## config.mk

```make
export PLATFORM = sky130hd
export DESIGN_NAME = st7735_sink_flat
export DESIGN_NICKNAME = d
export VERILOG_FILES = /design/src/rtl/st7735_sink_if.sv /design/src/rtl/st7735_sink.sv /design/src/flat_wrapper.sv
export SDC_FILE = /design/constraint.sdc
export NUM_CORES = 1
export LEC_CHECK = 0
export BUFFER_PORTS_ARGS = -buffer_cell sky130_fd_sc_hd__buf_4
export CAP_MARGIN = 20
export CORE_UTILIZATION = 45
export DETAILED_ROUTE_END_ITERATION = 12
export MAX_ROUTING_LAYER = met4
export SETUP_SLACK_MARGIN = 0.5
export SLEW_MARGIN = 20
export SYNTH_ARGS = -nofsm -noshare
export SYNTH_HDL_FRONTEND = slang
export SYNTH_SLANG_ARGS = --single-unit
```

## constraint.sdc

```tcl
create_clock -name clk -period 7.2 [get_ports clk]
set_input_delay 1.44 -clock clk [delete_from_list [all_inputs] [get_ports clk]]
set_output_delay 1.44 -clock clk [all_outputs]
set_load 0.02 [all_outputs]
```

## src/rtl/st7735_sink_if.sv

```systemverilog
// ST7735 4-wire SPI panel link: chip select, serial clock, data, data/command.
// The driver side is the master; the receive-side sink is the slave.
interface st7735_sink_if;
    logic oled_cs;
    logic oled_clk;
    logic oled_mosi;
    logic oled_dc;

    modport master (
        output oled_cs,
        output oled_clk,
        output oled_mosi,
        output oled_dc
    );

    modport slave (
        input oled_cs,
        input oled_clk,
        input oled_mosi,
        input oled_dc
    );
endinterface

```

## src/rtl/st7735_sink.sv

```systemverilog
// ST7735 SPI receive-side sink: oversamples the panel link, assembles bytes,
// decodes CASET/RASET/RAMWR/SWRESET and emits one pixel write per pixel.
module st7735_sink #(
    parameter int WIDTH  = 160,
    parameter int HEIGHT = 128
) (
    input  logic           clk,
    input  logic           reset,
    st7735_sink_if.slave   bus,
    output logic           cmd_valid,
    output logic [7:0]     cmd_byte,
    output logic           pix_valid,
    output logic [7:0]     pix_x,
    output logic [6:0]     pix_y,
    output logic [15:0]    pix_color,
    output logic           err
);

    typedef enum logic [2:0] {
        S_IDLE,
        S_CASET,
        S_RASET,
        S_RAMWR,
        S_SKIP
    } state_t;

    localparam logic [15:0] W_LIM = 16'(WIDTH);
    localparam logic [15:0] H_LIM = 16'(HEIGHT);
    localparam logic [7:0]  X_MAX = 8'(WIDTH - 1);
    localparam logic [6:0]  Y_MAX = 7'(HEIGHT - 1);

    logic [1:0]  cs_q;
    logic [1:0]  sck_q;
    logic [1:0]  sda_q;
    logic [1:0]  dc_q;
    logic        sck_d;
    logic        rise_q;
    logic        sda_r;
    logic        dc_r;
    logic        cs_r;

    logic [2:0]  bit_cnt;
    logic [6:0]  shreg;
    logic        dc_cap;
    logic        byte_done;
    logic [7:0]  byte_val;
    logic        byte_dc;

    state_t      state;
    state_t      state_n;
    logic [2:0]  pidx;
    logic [7:0]  p0;
    logic [7:0]  p1;
    logic [7:0]  p2;
    logic        half;
    logic [7:0]  hib;
    logic [7:0]  xs;
    logic [7:0]  xe;
    logic [6:0]  ys;
    logic [6:0]  ye;
    logic [7:0]  ptr_x;
    logic [6:0]  ptr_y;

    logic        cmd_stb;
    logic        dat_stb;
    logic        win_act;
    logic        win_stb;
    logic        win_ok;
    logic        hi_stb;
    logic        pix_stb;
    logic        is_swr;
    logic        is_ramwr;
    logic        x_last;
    logic        y_last;
    logic [15:0] w_start;
    logic [15:0] w_end;
    logic [15:0] w_lim;

    // Two-flop synchronizers; CS idles high so reset cannot fake a byte.
    always_ff @(posedge clk or negedge reset) begin
        if (!reset) begin
            cs_q  <= 2'b11;
            sck_q <= 2'b00;
            sda_q <= 2'b00;
            dc_q  <= 2'b00;
        end else begin
            cs_q  <= {cs_q[0], bus.oled_cs};
            sck_q <= {sck_q[0], bus.oled_clk};
            sda_q <= {sda_q[0], bus.oled_mosi};
            dc_q  <= {dc_q[0], bus.oled_dc};
        end
    end

    // SCL rising-edge detect, with data and CS aligned to the strobe.
    always_ff @(posedge clk or negedge reset) begin
        if (!reset) begin
            sck_d  <= 1'b0;
            rise_q <= 1'b0;
            sda_r  <= 1'b0;
            dc_r   <= 1'b0;
            cs_r   <= 1'b1;
        end else begin
            sck_d  <= sck_q[1];
            rise_q <= sck_q[1] & ~sck_d & ~cs_q[1];
            sda_r  <= sda_q[1];
            dc_r   <= dc_q[1];
            cs_r   <= cs_q[1];
        end
    end

    // Byte assembly; a CS deassert drops any partial byte.
    always_ff @(posedge clk or negedge reset) begin
        if (!reset) begin
            bit_cnt   <= 3'd0;
            shreg     <= 7'd0;
            dc_cap    <= 1'b0;
            byte_done <= 1'b0;
            byte_val  <= 8'h00;
            byte_dc   <= 1'b0;
        end else begin
            byte_done <= 1'b0;
            if (cs_r) begin
                bit_cnt <= 3'd0;
            end else if (rise_q) begin
                shreg   <= {shreg[5:0], sda_r};
                bit_cnt <= bit_cnt + 3'd1;
                if (bit_cnt == 3'd0) begin
                    dc_cap <= dc_r;
                end
                if (bit_cnt == 3'd7) begin
                    byte_done <= 1'b1;
                    byte_val  <= {shreg, sda_r};
                    byte_dc   <= dc_cap;
                end
            end
        end
    end

    // Decoder state register.
    always_ff @(posedge clk or negedge reset) begin
        if (!reset) begin
            state <= S_IDLE;
        end else begin
            state <= state_n;
        end
    end

    // Next state: every command byte selects the decoder mode.
    always_comb begin
        state_n = state;
        if (byte_done && !byte_dc) begin
            unique case (1'b1)
                byte_val == 8'h2A: state_n = S_CASET;
                byte_val == 8'h2B: state_n = S_RASET;
                byte_val == 8'h2C: state_n = S_RAMWR;
                byte_val == 8'h01: state_n = S_IDLE;
                default:           state_n = S_SKIP;
            endcase
        end
    end

    // Decode strobes for the datapath, derived from state and the new byte.
    always_comb begin
        cmd_stb  = byte_done & ~byte_dc;
        dat_stb  = byte_done & byte_dc;
        win_act  = (state == S_CASET) || (state == S_RASET);
        win_stb  = dat_stb & win_act & (pidx == 3'd3);
        w_start  = {p0, p1};
        w_end    = {p2, byte_val};
        w_lim    = (state == S_CASET) ? W_LIM : H_LIM;
        win_ok   = (p0 == 8'h00) && (p2 == 8'h00) &&
                   (w_start <= w_end) && (w_end < w_lim);
        hi_stb   = dat_stb & (state == S_RAMWR) & ~half;
        pix_stb  = dat_stb & (state == S_RAMWR) & half;
        is_swr   = cmd_stb & (byte_val == 8'h01);
        is_ramwr = cmd_stb & (byte_val == 8'h2C);
        x_last   = ptr_x == xe;
        y_last   = ptr_y == ye;
    end

    // Window, pointer, pixel pairing and registered outputs.
    always_ff @(posedge clk or negedge reset) begin
        if (!reset) begin
            cmd_valid <= 1'b0;
            cmd_byte  <= 8'h00;
            pix_valid <= 1'b0;
            pix_x     <= 8'd0;
            pix_y     <= 7'd0;
            pix_color <= 16'h0000;
            err       <= 1'b0;
            pidx      <= 3'd0;
            p0        <= 8'h00;
            p1        <= 8'h00;
            p2        <= 8'h00;
            half      <= 1'b0;
            hib       <= 8'h00;
            xs        <= 8'd0;
            xe        <= X_MAX;
            ys        <= 7'd0;
            ye        <= Y_MAX;
            ptr_x     <= 8'd0;
            ptr_y     <= 7'd0;
        end else begin
            cmd_valid <= cmd_stb;
            pix_valid <= pix_stb;
            if (cmd_stb) begin
                cmd_byte <= byte_val;
                pidx     <= 3'd0;
                half     <= 1'b0;
                if (half) begin
                    err <= 1'b1;
                end
            end
            if (is_ramwr) begin
                ptr_x <= xs;
                ptr_y <= ys;
            end
            if (dat_stb && win_act && pidx != 3'd4) begin
                pidx <= pidx + 3'd1;
                case (pidx)
                    3'd0:    p0 <= byte_val;
                    3'd1:    p1 <= byte_val;
                    3'd2:    p2 <= byte_val;
                    default: ;
                endcase
            end
            if (win_stb) begin
                if (!win_ok) begin
                    err <= 1'b1;
                end else if (state == S_CASET) begin
                    xs <= w_start[7:0];
                    xe <= w_end[7:0];
                end else begin
                    ys <= w_start[6:0];
                    ye <= w_end[6:0];
                end
            end
            if (hi_stb) begin
                hib  <= byte_val;
                half <= 1'b1;
            end
            if (pix_stb) begin
                half      <= 1'b0;
                pix_x     <= ptr_x;
                pix_y     <= ptr_y;
                pix_color <= {hib, byte_val};
                if (x_last) begin
                    ptr_x <= xs;
                    ptr_y <= y_last ? ys : ptr_y + 7'd1;
                end else begin
                    ptr_x <= ptr_x + 8'd1;
                end
            end
            if (is_swr) begin
                xs    <= 8'd0;
                xe    <= X_MAX;
                ys    <= 7'd0;
                ye    <= Y_MAX;
                ptr_x <= 8'd0;
                ptr_y <= 7'd0;
                err   <= 1'b0;
            end
        end
    end

endmodule

```

## src/flat_wrapper.sv

```systemverilog
// flat-port wrapper written by rule: the top's interface ports become plain ports
module st7735_sink_flat 
#(
    parameter int WIDTH  = 160,
    parameter int HEIGHT = 128
)
  (clk, reset, cmd_valid, cmd_byte, pix_valid, pix_x, pix_y, pix_color, err, bus_oled_cs, bus_oled_clk, bus_oled_mosi, bus_oled_dc);
  st7735_sink_if bus_i ();
  input  logic clk;
  input  logic reset;
  output logic cmd_valid;
  output logic [7:0] cmd_byte;
  output logic pix_valid;
  output logic [7:0] pix_x;
  output logic [6:0] pix_y;
  output logic [15:0] pix_color;
  output logic err;
  input wire logic [$bits(bus_i.oled_cs)-1:0] bus_oled_cs;
  input wire logic [$bits(bus_i.oled_clk)-1:0] bus_oled_clk;
  input wire logic [$bits(bus_i.oled_mosi)-1:0] bus_oled_mosi;
  input wire logic [$bits(bus_i.oled_dc)-1:0] bus_oled_dc;
  assign bus_i.oled_cs = bus_oled_cs;
  assign bus_i.oled_clk = bus_oled_clk;
  assign bus_i.oled_mosi = bus_oled_mosi;
  assign bus_i.oled_dc = bus_oled_dc;
  st7735_sink #(.WIDTH(WIDTH), .HEIGHT(HEIGHT)) u_core (.clk(clk), .reset(reset), .bus(bus_i), .cmd_valid(cmd_valid), .cmd_byte(cmd_byte), .pix_valid(pix_valid), .pix_x(pix_x), .pix_y(pix_y), .pix_color(pix_color), .err(err));
endmodule
```

==> impl_metrics.tcl <==
set metrics [dict create \
    core_um2 15800 \
    grt_max_degree 82 \
    cts_buffers 17 \
    first_iter_violations 328 \
    postSynthCellCount 640 \
    hold_viol 0 \
    antennaDiodeCount 0 \
    crit_path_start_kind "flip-flop" \
    overflow 0 \
    ys.flop_type "dfrtp_1" \
    synth_area_leaders "dfrtp_1 50%, mux2_2 9.8%, dfstp_2 5.8%" \
    clockBufferDepth 2 \
    worst_slack_ns 3.94 \
    final_area_um2 8370 \
    status "completed" \
    ys_types 43 \
    hold_buffers 0 \
    fin_crit_sh 0.453 \
    yosys-top-cells-count "144 x dfrtp_1, 78 x nand2_1, 63 x mux2_2" \
    hold_end "u_core.sda_r" \
    avgSynthCellArea_um2 11.3 \
    power_frac_comb 0.018 \
    p_sw_frac 0.218 \
    p_int_mw 1.40 \
    max-cap-violations 0 \
    tightest_slew_ns 0.896 \
    drive_above_1_share 0.237 \
    yosysMostFrequentCell "dfrtp_1" \
    min_path_cells 0 \
    power_per_cell_area_nw_per_um2 214 \
    io_pins 48 \
    p_sw_mw 0.391 \
    skew_ns 0.0103 \
    slew-limit-headroom 0.398 \
    min_from "u_core.sda_q[1]" \
    grt_pass1_wl_um 26000 \
    ant_nets 0 \
    reg2reg_from "u_core.byte_val[1]" \
    io_buffers 47 \
    floorplan.initialDensity 0.458 \
    drv_slew 0 \
    finalSetupViolCount 0 \
    crit_required_ns 7.54 \
    num_vias 4903 \
    p_leak_nw 3.94 \
    area_delta_synth_final_pct 15.5 \
    firstDrtPassIters 5 \
    crit_fanout 16 \
    clk_pin_slew_ns 0.06 \
    yosys.area.top_type "dfrtp_1" \
    nets 714 \
    r2r_end "u_core.xs[6]" \
    tns_ns 0 \
    wire_per_inst_um 17.6 \
    ys_ff_latch 160 \
    clkPwrFrac 0.466 \
    worstRegToRegCells 8 \
    peakVddDrop_v 0.000168 \
    h-tree-depth 4 \
    rsz0062_at_grt "no" \
    finalPower_mw 1.80 \
    antenna_found_initial 0 \
    routed_wl_um 16100 \
    die_area_um2 16600 \
    ctsResizeCount 0 \
    syn-num-nets 672 \
    endpoint_kind "flip-flop" \
    hold_path.class "flip-flop to flip-flop" \
    async_reset_ff_frac 1.00 \
    cts_setup_buffers 0 \
    grt_pass1_vias 4841 \
    syn_area_um2 7250 \
    sequentialPowerShare 0.516 \
    insertion_delay_ns 0.43 \
    fmax_mhz 306 \
    critPathArrivalTime_ns 3.60 \
    dp_slack_ns 4.00 \
    fp.dieH_um 129 \
    placed_area_um2 7790 \
    rrSetupSlack_ns 3.94 \
    routed_via_density 5.38 \
    rows 46 \
    cts_tree "built" \
    clock-sinks 160 \
    ys_warn_count 0 \
    root_buffer "clkbuf_16" \
    drc_errors 0 \
    seq_area_frac_synth 0.555 \
    crit_type "flip-flop to flip-flop" \
    min_period_ns 3.26 \
    yosysTopAreaCellShare 0.497 \
    track_usage 0.215 \
    die_w_um 129 \
    synth_edf_count 0 \
    place_hpwl_um 11200 \
    place.gp.congestion 0.901 \
]
-- area by class of cell --
| cell class | instances | area, µm² |
|---|---|---|
| well taps | 216 | 270 |
| fillers | 1397 | 7460 |
| clock inverters | 12 | 114 |
| repair buffers | 53 | 425 |
| multi-input cells | 423 | 3000 |
| clock buffers | 20 | 437 |
| inverters | 27 | 101 |
| flip-flops and latches | 160 | 4020 |
-- kinds of logic (layout without fill, tap and decap cells) --
kind of cell,Yosys count,after routing,share of synthesized area
AOI/OAI and AO/OA,89,89,0.0690
xor gates and xnor gates,23,23,0.0278
adders and majority gates,26,26,0.0449
buffers and inverters,57,112,0.0323
DFF,160,160,0.555
muxes,101,101,0.150
and+or+nand+nor,184,184,0.121
-- worst max-delay path: stages (launching register included) --
cell	delay (ns)
dfrtp_1	0.54
inv_1	0.17
ha_1	0.33
nor2b_1	0.14
o211ai_1	0.09
a2111o_1	0.38
a32oi_1	0.47
or3_1	0.78
mux2i_1	0.28
-- placed cells by master, fill, tap and decap left out, types with 2 or more instances in the layout --
cell type   instances
dfrtp_1           144
nand2_1            78
mux2_2             63
o21ai_0            52
buf_4              50
nor2_1             42
mux2i_1            38
inv_1              27
ha_1               26
xnor2_1            18
a21oi_1            17
clkbuf_16          17
dfstp_2            16
nand3_1            13
and3_1              8
nor4_1              8
a211oi_1            8
nand4_1             7
nor3_1              6
nor3b_1             6
xor2_1              5
nor2b_1             5
clkinv_4            4
clkinvlp_4          4
clkbuf_1            3
nand3b_1            2
nor4_4              2
o31ai_1             2
clkinv_2            2
buf_6               2
-- stage by stage --
step	instances	util	hold WS (ns)
final	911	0.529	0.350
after global routing	911	0.529	0.358
after CTS	910	0.527	0.351
after detailed placement	878	0.492	0.336
after global placement	878	0.492	0.333
after floorplan	640	-	0.331
-- worst max path at each step --
stage,from,endpoint,cells after the start
after floorplan,u_core.byte_val[1],u_core.xe[1],11
after global placement,u_core.byte_val[1],u_core.xe[7],8
after detailed placement,u_core.byte_val[1],u_core.xe[6],8
after CTS,u_core.byte_val[1],u_core.xe[6],8
after global routing,u_core.byte_val[1],u_core.xs[6],8
final,u_core.byte_val[1],u_core.xs[6],8
-- state kept, by name (all words and copies together) (netlist names), 8 cells and up --
register	cells
u_core.cmd_byte	8
u_core.ptr_x	8
u_core.p1	8
u_core.xe	8
u_core.hib	8
u_core.pix_x	8
u_core.pix_color	16
u_core.p2	8
u_core.xs	8
u_core.p0	8
u_core.byte_val	8
-- routing by layer --
layer,wire length (µm),up-vias,GRT usage
li1,-,2301,-
met1,7230,2487,0.272
met2,8100,101,0.346
met3,504,14,0.0437
met4,219,0,0.0720
met5,0,-,-
-- power groups by stage --
stage               Combinational (mW)  Sequential, mW  Clock, mW
detailed placement              0.0346           0.942          0
CTS                             0.0347           0.926      0.858
global route                    0.0389           0.928      0.894
floorplan                       0.0125           0.938          0
finish                          0.0331           0.926      0.836
global placement                0.0333           0.941          0
Note: power is estimated with default switching activity, not from simulation.
